==> src/rtl/spi_ctrl_pkg.sv <==
// Shared definitions for the SPI command/register controller:
// FSM states, command byte layout, ID address and status byte layout.
package spi_ctrl_pkg;

   typedef enum logic [2:0] {
      S_IDLE,
      S_CMD,
      S_WRITE,
      S_READ,
      S_DISCARD
   } state_t;

   localparam int CMD_RW_BIT  = 7;
   localparam int CMD_AI_BIT  = 6;
   localparam int CMD_RSV_MSB = 5;
   localparam int CMD_RSV_LSB = 4;

   localparam logic [3:0] ID_ADDR = 4'hF;

   // Status byte returned during the command slot: only bit 0 (err) is used.
   localparam int STATUS_ERR_BIT = 0;

   function automatic logic [7:0] status_byte(input logic err_flag);
      logic [7:0] s;
      s = 8'h00;
      s[STATUS_ERR_BIT] = err_flag;
      return s;
   endfunction

endpackage

==> src/rtl/spi_reg_file.sv <==
// Byte register file with one synchronous write port, one combinational
// read port (including the read-only ID byte) and a flat view of all registers.
module spi_reg_file
   import spi_ctrl_pkg::*;
#(
   parameter int         NUM_REGS = 4,
   parameter logic [7:0] ID_VALUE = 8'hA5
) (
   input  logic                    clk,
   input  logic                    rst_n,
   input  logic                    wr_en,
   input  logic [3:0]              wr_addr,
   input  logic [7:0]              wr_data,
   input  logic [3:0]              rd_addr,
   output logic [7:0]              rd_data,
   output logic [NUM_REGS*8-1:0]   regs_flat
);

   logic [NUM_REGS*8-1:0] regs_reg;
   logic [NUM_REGS-1:0]   wr_sel;

   generate
      for (genvar gi = 0; gi < NUM_REGS; gi++) begin : g_wr_sel
         assign wr_sel[gi] = wr_en && (wr_addr == 4'(gi));
      end
   endgenerate

   always_ff @(posedge clk) begin
      if (!rst_n) begin
         regs_reg <= '0;
      end else begin
         for (int i = 0; i < NUM_REGS; i++) begin
            if (wr_sel[i]) begin
               regs_reg[i*8 +: 8] <= wr_data;
            end
         end
      end
   end

   // Unmapped addresses read as zero; the controller never selects them.
   always_comb begin
      rd_data = 8'h00;
      if (rd_addr == ID_ADDR) begin
         rd_data = ID_VALUE;
      end else begin
         for (int i = 0; i < NUM_REGS; i++) begin
            if (rd_addr == 4'(i)) begin
               rd_data = regs_reg[i*8 +: 8];
            end
         end
      end
   end

   assign regs_flat = regs_reg;

endmodule

==> src/rtl/spi_reg_ctrl.sv <==
// SPI frame parser: command byte then data bytes, performing register
// writes/reads with optional auto-increment; drives display value and MISO byte.
module spi_reg_ctrl
   import spi_ctrl_pkg::*;
#(
   parameter int         NUM_REGS = 4,
   parameter logic [7:0] ID_VALUE = 8'hA5
) (
   input  logic                    clk,
   input  logic                    rst_n,
   input  logic                    cs_n,
   input  logic                    rx_valid,
   input  logic [7:0]              rx_byte,
   output logic [7:0]              tx_byte,
   output logic [NUM_REGS*8-1:0]   regs_flat,
   output logic [15:0]             disp_value,
   output logic                    err,
   output logic                    frame_done
);

   localparam logic [3:0] LAST_ADDR = 4'(NUM_REGS - 1);

   state_t     state_reg, state_next;
   logic [3:0] addr_reg, addr_next;
   logic       ai_reg, ai_next;
   logic       err_reg, err_next;
   logic [7:0] tx_reg, tx_next;
   logic       frame_done_reg, frame_done_next;
   logic       cs_prev_reg;

   logic       cs_fall;
   logic       cmd_ok;
   logic [3:0] addr_adv;
   logic       wr_en;
   logic [3:0] rd_addr;
   logic [7:0] rd_data;

   spi_reg_file #(
      .NUM_REGS (NUM_REGS),
      .ID_VALUE (ID_VALUE)
   ) u_reg_file (
      .clk       (clk),
      .rst_n     (rst_n),
      .wr_en     (wr_en),
      .wr_addr   (addr_reg),
      .wr_data   (rx_byte),
      .rd_addr   (rd_addr),
      .rd_data   (rd_data),
      .regs_flat (regs_flat)
   );

   // cs_prev resets low so a frame already active at reset release is not
   // mistaken for a new one; cs_n must be seen high before a falling edge counts.
   assign cs_fall = cs_prev_reg && !cs_n;

   assign cmd_ok = (rx_byte[CMD_RSV_MSB:CMD_RSV_LSB] == 2'b00) &&
                   ((rx_byte[3:0] == ID_ADDR) || (rx_byte[3:0] <= LAST_ADDR));

   always_comb begin
      addr_adv = addr_reg;
      if (ai_reg && (addr_reg != ID_ADDR)) begin
         addr_adv = (addr_reg == LAST_ADDR) ? 4'd0 : addr_reg + 4'd1;
      end
   end

   always_ff @(posedge clk) begin
      if (!rst_n) begin
         state_reg      <= S_IDLE;
         addr_reg       <= 4'd0;
         ai_reg         <= 1'b0;
         err_reg        <= 1'b0;
         tx_reg         <= 8'h00;
         frame_done_reg <= 1'b0;
         cs_prev_reg    <= 1'b0;
      end else begin
         state_reg      <= state_next;
         addr_reg       <= addr_next;
         ai_reg         <= ai_next;
         err_reg        <= err_next;
         tx_reg         <= tx_next;
         frame_done_reg <= frame_done_next;
         cs_prev_reg    <= cs_n;
      end
   end

   always_comb begin
      state_next      = state_reg;
      addr_next       = addr_reg;
      ai_next         = ai_reg;
      err_next        = err_reg;
      tx_next         = tx_reg;
      frame_done_next = 1'b0;
      wr_en           = 1'b0;
      rd_addr         = addr_reg;

      case (state_reg)
         S_IDLE: begin
            if (cs_fall) begin
               state_next = S_CMD;
               tx_next    = status_byte(err_reg);
            end
         end
         S_CMD: begin
            if (rx_valid) begin
               if (!cmd_ok) begin
                  state_next = S_DISCARD;
                  err_next   = 1'b1;
                  tx_next    = 8'h00;
               end else begin
                  addr_next = rx_byte[3:0];
                  ai_next   = rx_byte[CMD_AI_BIT];
                  if (rx_byte[CMD_RW_BIT]) begin
                     state_next = S_READ;
                     rd_addr    = rx_byte[3:0];
                     tx_next    = rd_data;
                  end else begin
                     state_next = S_WRITE;
                  end
               end
            end
         end
         S_WRITE: begin
            if (rx_valid) begin
               if (addr_reg == ID_ADDR) begin
                  err_next = 1'b0;
               end else begin
                  wr_en = 1'b1;
               end
               addr_next = addr_adv;
            end
         end
         S_READ: begin
            if (rx_valid) begin
               addr_next = addr_adv;
               rd_addr   = addr_adv;
               tx_next   = rd_data;
            end
         end
         S_DISCARD: begin
         end
         default: begin
            state_next = S_IDLE;
         end
      endcase

      // Frame end overrides the state only; a byte arriving in the same cycle
      // has already been applied above.
      if ((state_reg != S_IDLE) && cs_n) begin
         state_next      = S_IDLE;
         frame_done_next = 1'b1;
      end
   end

   assign tx_byte    = tx_reg;
   assign err        = err_reg;
   assign frame_done = frame_done_reg;
   assign disp_value = regs_flat[15:0];

endmodule

==> config.mk <==
export PLATFORM = sky130hd
export DESIGN_NAME = spi_reg_ctrl
export DESIGN_NICKNAME = d
export VERILOG_FILES = /design/src/rtl/spi_ctrl_pkg.sv /design/src/rtl/spi_reg_file.sv /design/src/rtl/spi_reg_ctrl.sv
export SDC_FILE = /design/constraint.sdc
export NUM_CORES = 1
export LEC_CHECK = 0
export ABC_AREA = 1
export ABC_CLOCK_PERIOD_IN_PS = 4830
export CORE_MARGIN = 8
export CORE_UTILIZATION = 35
export CTS_CLUSTER_DIAMETER = 200
export DETAILED_ROUTE_END_ITERATION = 16
export SKIP_LAST_GASP = 1
export SYNTH_ARGS = -nofsm -noshare
export SYNTH_HDL_FRONTEND = slang
export SYNTH_SLANG_ARGS = --single-unit
==> constraint.sdc <==
create_clock -name clk -period 4.83 [get_ports clk]
set_clock_uncertainty 0.1 [all_clocks]
set_input_delay 1.449 -clock clk [delete_from_list [all_inputs] [get_ports clk]]
set_output_delay 1.449 -clock clk [all_outputs]
set_load 0.05 [all_outputs]
==> out/results.ini, run 1 <==
[run_status]
status=finished, final reports clean

[synth]
synth_ff_type=dfxtp_1
synth-seq-area-share_pct=35.9
avgSynthCellArea_sq_um=7.16
synthCells=397
yosysWarnings=0
synth.net_count=413
synth_top_cell_by_area=dfxtp_1
synth_edf_count=0
ys_types=35
yosys-top-cells-area=dfxtp_1 36%, nand3_1 8.3%, nand2_1 7.4%
ys_seq_elements=51
synth_area_sq_mm=0.00284
async_flop_share_pct=0
synth_top_area_share_pct=35.9

[cells_and_area]
drive_above_1_share_pct=11.7
fin_nets=461
multi_input_area_sq_mm=0.00145
design_area_sq_mm=0.00355
seq_area_sq_mm=0.00102
post-route-util_pct=44.1
diodes=0
final_cells=551
largest_reg_flops=32
n_fill_cell=850
synthToLayoutAreaGrowth_pct=25.0

[timing]
finalSetupViolCount=0
period_minus_slack_ns=3.78
hold_viol_final=0
worstMarginPinSlew_ns=0.775
max_slew_margin_pct=48.1
fin_tns_setup_ns=0
drv_slew=0
max_freq_ghz=0.265
post-route-period-util_pct=78.3
rsz0062_at_grt=false

[clock_network]
cts_setup_buffers=0
clk_pin_slew_ns=0.09
cts_made_buffers=5
tritoncts=yes
root_buffer=clkbuf_8
cts_sinks=51
clock_latency_ns=0.32
post_cts_resized=0
clockBufferDepth=2
hold_buffers=0
cts_htree_levels=2

[drt]
drc=0
wl_mm=8.05
ant_nets=0
drtIter0Drc=127
routedWlPerCell_um=14.6
viasPerCell=5.07
dr_total_vias=2791
drt-pass1-iter-count=5

[setup_path]
cpMaxStageDelayCell=clkdlybuf4s50_1
critPathMaxFanout=30
worstPathArrival_ns=3.87
max_stage_delay_ns=0.66
worst_path_most_repeated_cell=nand3_1
criticalPathCategory=input pin to flip-flop
startpoint_type=input pin
path_cells=clkdlybuf4s50_1 > nand3_1 > nand2_2 > nand3_2 > nand2_1 > nand3_1 > nand2_1 > inv_2 > nor2_4 > nand2_2 > nor2_1 > nor2_1 > nand3_1 > a21oi_1
critPathRequiredTime_ns=4.92
end_kind=flip-flop

[die]
initial_core_util_pct=35.3
coreArea_sq_mm=0.00805
row_count=33
io_pins=70
die_x_um=106
die_h_um=106
die_area_sq_mm=0.0113

[flow_run]
cap_violations=0

[hold_path]
hp-class=flip-flop to flip-flop

[global_route]
grt_first_pass_wirelength_mm=13.4
antenna_found_initial=0
track_usage_pct=14.5
first_global_vias=2669
grt_max_degree=38
grt-ovfl-total=0

[pwr]
max-vdd-ir-drop_mv=0.153
leakage_nw=1.45
power_density_mw_per_mm2=290
p_seq_share_pct=43.5
comb_power_share_pct=32.1
netSwitchingPower_uw=399
pwr-share-clk_pct=24.5
p_int_uw=630
switching_share_pct=38.8

[placement]
place_hpwl_mm=6.28
place.gp.congestion=0.950
post-place-cells=543
place_area_sq_mm=0.00347
portBuffers=69

[cell type report]
class	count	share of cell area (%)
Tap cell	105	3.70
Inverter	41	4.40
Multi-Input combinational cell	275	40.8
Timing Repair Buffer	71	19.9
Clock buffer	5	1.94
Clock inverter	3	0.563
Sequential cell	51	28.7
[final timing paths]
path,from,to,slack (ns),depth (start not counted)
max,rx_byte[1],tx_byte[3],1.05,14
min,tx_byte[4],tx_byte[4],0.37,2
max reg2reg,addr_reg[1],tx_byte[3],2.26,12
min reg2reg,tx_byte[4],tx_byte[4],0.37,2
[metal layers]
metal	global-route usage (%)	part of all wire [%]	vias up	wire, um
met4	3.32	1.3	0	106
met5	0	0	-	0
met3	3.87	5.7	9	456
met1	17.7	44	1308	3500
li1	-	-	1403	-
met2	24.7	50	71	3980
[cells in the mapped netlist (4+ instances only)]
library cell	n
dfxtp_1	51
ha_1	4
inv_2	13
o21ai_0	36
buf_4	21
nor2_2	5
nor3_1	4
nand3_1	47
nand2_1	56
clkbuf_1	4
nand2_2	4
nor2_1	45
nor2_4	4
nand3_2	5
nand4_1	8
inv_1	24
a21oi_1	34
[cell usage in the layout (no fill, tap or decap), types with 5 or more instances in the layout]
master	count
clkdlybuf4s50_1	69
nand2_1	56
dfxtp_1	51
nand3_1	47
nor2_1	45
o21ai_0	36
a21oi_1	34
inv_1	24
inv_2	13
nand4_1	8
nand3_2	5
nor2_2	5
clkbuf_8	5
[critical path, delay by kind of cell]
family	cells	cell delay [ns]
AND/OR/NAND/NOR	11	1.64
buffers and inverters	2	0.71
AO/OA/AOI/OAI	1	0.06
[power groups by stage]
stage / sequential [mW] / combinational [mW] / clock, mW
2_1_floorplan: 0.469 / 0.264 / 0
3_3_place_gp: 0.457 / 0.329 / 0
3_5_place_dp: 0.457 / 0.331 / 0
4_1_cts: 0.447 / 0.332 / 0.258
5_1_grt: 0.450 / 0.371 / 0.276
6_report: 0.448 / 0.330 / 0.252
[logic make-up after synthesis]
logic type / count (synthesis) / share of synthesized area [%]
AO/OA/AOI/OAI: 86 / 16.8
adder cells (fa/ha/maj): 4 / 1.76
buffers and inverters: 71 / 13.1
flip-flops: 51 / 35.9
AND/OR/NAND/NOR: 185 / 32.4
[stage by stage]
stage / worst slack [ns] / hold slack (ns) / power (mW)
floorplan: 1.88 / 0.399 / 0.733
global placement: 0.868 / 0.360 / 0.786
detailed placement: 0.745 / 0.361 / 0.788
CTS: 1.09 / 0.375 / 1.04
global route: 0.772 / 0.394 / 1.10
finish: 1.05 / 0.371 / 1.03
(Power assumes the default switching activity.)
==> run 2, diff against run 1 <==
- ABC_CLOCK_PERIOD_IN_PS: 4830 -> 3200
- clock period: 4.83 -> 3.2 ns (I/O delays scaled with it)
==> out/results.ini, run 2 (synthesized netlist as in run 1, its figures left out) <==
[drt]
dr_total_vias=2766  ; was 2791
routedWlPerCell_um=14.5  ; was 14.6 um
ant_nets=0  ; unchanged
drtIter0Drc=102  ; was 127
drc=0  ; unchanged
wl_mm=8.20  ; was 8.05 mm
drt-pass1-iter-count=4  ; was 5
viasPerCell=4.90  ; was 5.07

[timing]
rsz0062_at_grt=false  ; unchanged
period_minus_slack_ns=2.83
drv_slew=0  ; unchanged
hold_viol_final=0  ; unchanged
fin_tns_setup_ns=0  ; unchanged
max_freq_ghz=0.354
worstMarginPinSlew_ns=0.520  ; was 0.775 ns
finalSetupViolCount=0  ; unchanged
post-route-period-util_pct=88.3
max_slew_margin_pct=65.3  ; was 48.1%

[clock_network]
cts_sinks=51  ; unchanged
post_cts_resized=0  ; unchanged
clock_latency_ns=0.31  ; was 0.32 ns
cts_setup_buffers=0  ; unchanged
cts_made_buffers=5  ; unchanged
clk_pin_slew_ns=0.10  ; was 0.09 ns
cts_htree_levels=2  ; unchanged
root_buffer=clkbuf_8  ; unchanged
clockBufferDepth=2  ; unchanged
tritoncts=yes  ; unchanged
hold_buffers=0  ; unchanged

[cells_and_area]
multi_input_area_sq_mm=0.00145  ; unchanged
diodes=0  ; unchanged
drive_above_1_share_pct=14.3  ; was 11.7%
final_common_cell=clkdlybuf4s50_1  ; unchanged
seq_area_sq_mm=0.00102  ; unchanged
layout_common_cells=69 x clkdlybuf4s50_1, 56 x nand2_1, 51 x dfxtp_1  ; unchanged
synthToLayoutAreaGrowth_pct=30.0  ; was 25.0%
n_fill_cell=826  ; was 850
fin_nets=475  ; was 461
largest_reg_flops=32  ; unchanged

[pwr]
p_int_mw=1.08  ; was 630 uW
pwr-share-clk_pct=27.8  ; was 24.5%
max-vdd-ir-drop_mv=0.222  ; was 0.153 mV
leakage_nw=1.53  ; was 1.45 nW
power_mw=1.70  ; was 1.03 mW
comb_power_share_pct=32.4  ; was 32.1%
netSwitchingPower_uw=622  ; was 399 uW
p_seq_share_pct=39.8  ; was 43.5%
power_density_mw_per_mm2=459  ; was 290 mW/mm^2
switching_share_pct=36.6  ; was 38.8%

[hold_path]
hp-class=flip-flop to flip-flop  ; unchanged

[global_route]
antenna_found_initial=0  ; unchanged
grt-ovfl-total=0  ; unchanged
track_usage_pct=15.0  ; was 14.5%
grt_max_degree=33  ; was 38
first_global_vias=2761  ; was 2669
grt_first_pass_wirelength_mm=13.9  ; was 13.4 mm

[die]
die_x_um=106  ; unchanged
die_h_um=106  ; unchanged
coreArea_sq_mm=0.00805  ; unchanged
initial_core_util_pct=35.3  ; unchanged
row_count=33  ; unchanged
die_area_sq_mm=0.0113  ; unchanged
io_pins=70  ; unchanged

[placement]
place_hpwl_mm=6.57  ; was 6.28 mm
portBuffers=69  ; unchanged
place.gp.congestion=0.882  ; was 0.950

[run_status]
status=finished, final reports clean  ; unchanged

[setup_path]
critPathRequiredTime_ns=3.35  ; was 4.92 ns
worstPathArrival_ns=2.98  ; was 3.87 ns
critPathMaxFanout=28  ; was 30
startpoint_type=input pin  ; unchanged
end_kind=flip-flop  ; unchanged
criticalPathCategory=input pin to flip-flop  ; unchanged

[flow_run]
cap_violations=0  ; unchanged

==> run 2: changes by cell type in the layout (fill, tap and decap cells not counted) <==
| cell | change |
|---|---|
| clkinvlp_4 | -1 |
| bufinv_16 | +1 |
| buf_12 | +1 |
| buf_4 | +13 |
| inv_6 | +1 |
| clkinv_2 | -1 |
==> run 2: power groups by stage <==
| stage | Combinational, mW | Sequential, mW | Clock (mW) |
|---|---|---|---|
| after floorplan | 0.399 | 0.708 | 0 |
| after global placement | 0.549 | 0.691 | 0 |
| after detailed placement | 0.551 | 0.691 | 0 |
| after CTS | 0.553 | 0.676 | 0.482 |
| after global routing | 0.615 | 0.680 | 0.507 |
| final | 0.549 | 0.676 | 0.472 |
==> run 2: layout make-up <==
type                       instances  area share (%)
clock buffer                       5            1.86
clock inverter                     3            1.25
inverter                          41            4.23
multi-input combinational        275            39.2
sequential                        51            27.6
tap                              105            3.55
timing repair buffer              85            22.3
==> run 2: final timing paths <==
check	to	cells past startpoint	slack [ns]	start
max	tx_byte[2]	17	0.37	rx_byte[4]
min	tx_byte[4]	2	0.37	tx_byte[4]
max reg2reg	tx_byte[2]	14	0.92	addr_reg[0]
min reg2reg	tx_byte[4]	2	0.37	tx_byte[4]
==> run 2: critical path, stage by stage <==
cell and delay [ns]:
clkdlybuf4s50_1 0.40, clkinv_1 0.07, nand2_1 0.10, nor2_2 0.23, nand3_2 0.14, nand2_1 0.08
nand3_1 0.08, nand2_1 0.08, inv_2 0.05, nor2_4 0.15, buf_12 0.18, nand3_1 0.08
nand2_1 0.07, nand2_1 0.05, nand2_1 0.06, nand2_1 0.06, a21oi_2 0.11
==> run 2: per-stage QoR <==
stage / setup slack, ns / instance area [sq um] / hold slack (ns) / utilization [%] / instances
3_3_place_gp: 0.0583 / 3580 / 0.357 / 44.5 / 557
5_1_grt: 0.112 / 3700 / 0.391 / 45.9 / 565
3_5_place_dp: 0.0325 / 3580 / 0.355 / 44.5 / 557
4_1_cts: 0.356 / 3700 / 0.370 / 45.9 / 565
6_report: 0.375 / 3700 / 0.368 / 45.9 / 565
2_1_floorplan: 0.744 / 2840 / 0.399 / - / 397
==> run 2: metal layers <==
layer / up-vias / GRT usage [%] / wire length (um)
li1: 1434 / - / -
met1: 1251 / 18.2 / 3510
met2: 75 / 26.4 / 4090
met3: 6 / 3.33 / 524
met4: 0 / 3.42 / 79
met5: - / 0 / 0
==> run 3, diff against run 2 <==
--- a/config.mk
+++ b/config.mk
@@ -7,5 +7,5 @@
 export LEC_CHECK = 0
 export ABC_AREA = 1
-export ABC_CLOCK_PERIOD_IN_PS = 3200
+export ABC_CLOCK_PERIOD_IN_PS = 3600
 export CORE_MARGIN = 8
 export CORE_UTILIZATION = 35
==> constraint.sdc (replaced) <==
create_clock -name clk -period 3.6 [get_ports clk]
set_clock_uncertainty 0.1 [all_clocks]
set_input_delay 1.08 -clock clk [delete_from_list [all_inputs] [get_ports clk]]
set_output_delay 1.08 -clock clk [all_outputs]
set_load 0.005 [all_outputs]
==> out/results.ini, run 3 (synthesized netlist as in run 1, its figures left out) <==
[pwr]
power_density_mw_per_mm2=411  ; was 459 mW/mm^2
max-vdd-ir-drop_mv=0.187  ; was 0.222 mV
leakage_nw=1.50  ; was 1.53 nW

[clock_network]
tritoncts=yes  ; unchanged
root_buffer=clkbuf_8  ; unchanged
cts_htree_levels=2  ; unchanged
post_cts_resized=0  ; unchanged
clock_latency_ns=0.32  ; was 0.31 ns
clk_pin_slew_ns=0.10  ; about the same
hold_buffers=0  ; unchanged
clockBufferDepth=2  ; unchanged
cts_setup_buffers=0  ; unchanged
cts_made_buffers=5  ; unchanged
cts_sinks=51  ; unchanged

[cells_and_area]
largest_reg_flops=32  ; unchanged
post-route-util_pct=45.2  ; was 45.9%
final_common_cell=clkdlybuf4s50_1  ; unchanged
diodes=0  ; unchanged
synthToLayoutAreaGrowth_pct=28.0  ; was 30.0%
layout_common_cells=69 x clkdlybuf4s50_1, 56 x nand2_1, 51 x dfxtp_1  ; unchanged
design_area_sq_mm=0.00364  ; was 0.00370 sq mm
drive_above_1_share_pct=13.0  ; was 14.3%
fin_nets=468  ; was 475

[die]
io_pins=70  ; unchanged
coreArea_sq_mm=0.00805  ; unchanged
row_count=33  ; unchanged
die_h_um=106  ; unchanged
die_x_um=106  ; unchanged
die_area_sq_mm=0.0113  ; unchanged
initial_core_util_pct=35.3  ; unchanged

[global_route]
grt_first_pass_wirelength_mm=13.5  ; was 13.9 mm
grt-ovfl-total=0  ; unchanged
first_global_vias=2658  ; was 2761
antenna_found_initial=0  ; unchanged
grt_max_degree=33  ; unchanged
track_usage_pct=14.5  ; was 15.0%

[timing]
period_minus_slack_ns=3.09
fin_tns_setup_ns=0  ; unchanged
post-route-period-util_pct=85.9
rsz0062_at_grt=false  ; unchanged
finalSetupViolCount=0  ; unchanged
hold_viol_final=0  ; unchanged
worstMarginPinSlew_ns=0.480  ; was 0.520 ns
drv_slew=0  ; unchanged
max_slew_margin_pct=67.8  ; was 65.3%
max_freq_ghz=0.323
worst_slack_ns=0.508  ; was 0.375 ns

[flow_run]
cap_violations=0  ; unchanged

[drt]
drtIter0Drc=125  ; was 102
routedWlPerCell_um=14.7  ; was 14.5 um
drc=0  ; unchanged
wl_mm=8.20  ; unchanged
dr_total_vias=2744  ; was 2766
ant_nets=0  ; unchanged
drt-pass1-iter-count=4  ; unchanged
viasPerCell=4.92  ; was 4.90

[setup_path]
end_kind=flip-flop  ; unchanged
worstPathArrival_ns=3.25  ; was 2.98 ns
startpoint_type=input pin  ; unchanged
critPathMaxFanout=15  ; was 28
critPathRequiredTime_ns=3.76  ; was 3.35 ns
criticalPathCategory=input pin to flip-flop  ; unchanged

[placement]
place_hpwl_mm=6.44  ; was 6.57 mm
place_area_sq_mm=0.00352  ; was 0.00358 sq mm
post-place-ws_ns=0.229  ; was 0.0325 ns
portBuffers=69  ; unchanged
place.gp.congestion=0.872  ; was 0.882

[hold_path]
hp-class=flip-flop to flip-flop  ; unchanged

[run_status]
status=finished, final reports clean  ; unchanged

## run 3: layout make-up
cell class | instances | area, sq um
sequential | 51 | 1020
clock buffer | 6 | 82.6
clock inverter | 2 | 38.8
inverter | 41 | 156
multi-input combinational | 275 | 1450
timing repair buffer | 78 | 758
fill | 830 | 4410
tap | 105 | 131
## run 3: per-stage QoR
step	hold slack [ns]	std cells	total power, mW
global route	0.389	558	1.57
floorplan	0.362	397	0.960
finish	0.372	558	1.49
detailed placement	0.359	550	1.07
CTS	0.373	558	1.50
global placement	0.359	550	1.06
## run 3: path summary, 6_finish.rpt
| check | startpoint | to | slack [ns] | depth (start not counted) |
|---|---|---|---|---|
| max | rx_valid | tx_byte[2] | 0.51 | 16 |
| min | tx_byte[6] | tx_byte[6] | 0.37 | 2 |
| max reg2reg | addr_reg[0] | tx_byte[2] | 1.26 | 14 |
| min reg2reg | tx_byte[6] | tx_byte[6] | 0.37 | 2 |
## run 3: layer usage
layer,vias to the layer above,share of wire [%],GRT usage [%]
met3,6,6.1,3.51
met5,-,0,0
met2,79,49,25.3
li1,1412,-,-
met4,0,0.83,2.61
met1,1247,44,17.9
## run 3: where the power goes
part           total [mW]  switching, mW  internal [mW]
clock network       0.436          0.207          0.229
registers           0.600         0.0201          0.580
logic               0.459          0.305          0.154
total                1.49          0.532          0.963
## run 3: worst max-delay path, cell delays in order
cell and delay, ns:
clkdlybuf4s50_1 0.64, nand2_1 0.11, inv_2 0.09, nand2_2 0.09, nor2_1 0.10, nand2_1 0.07, nand3_1 0.12, nand3_2 0.13
nor2_4 0.14, buf_4 0.21, nand3_1 0.09, nand2_1 0.07, nand2_1 0.06, nand2_1 0.06, nand2_1 0.07, a21oi_2 0.12
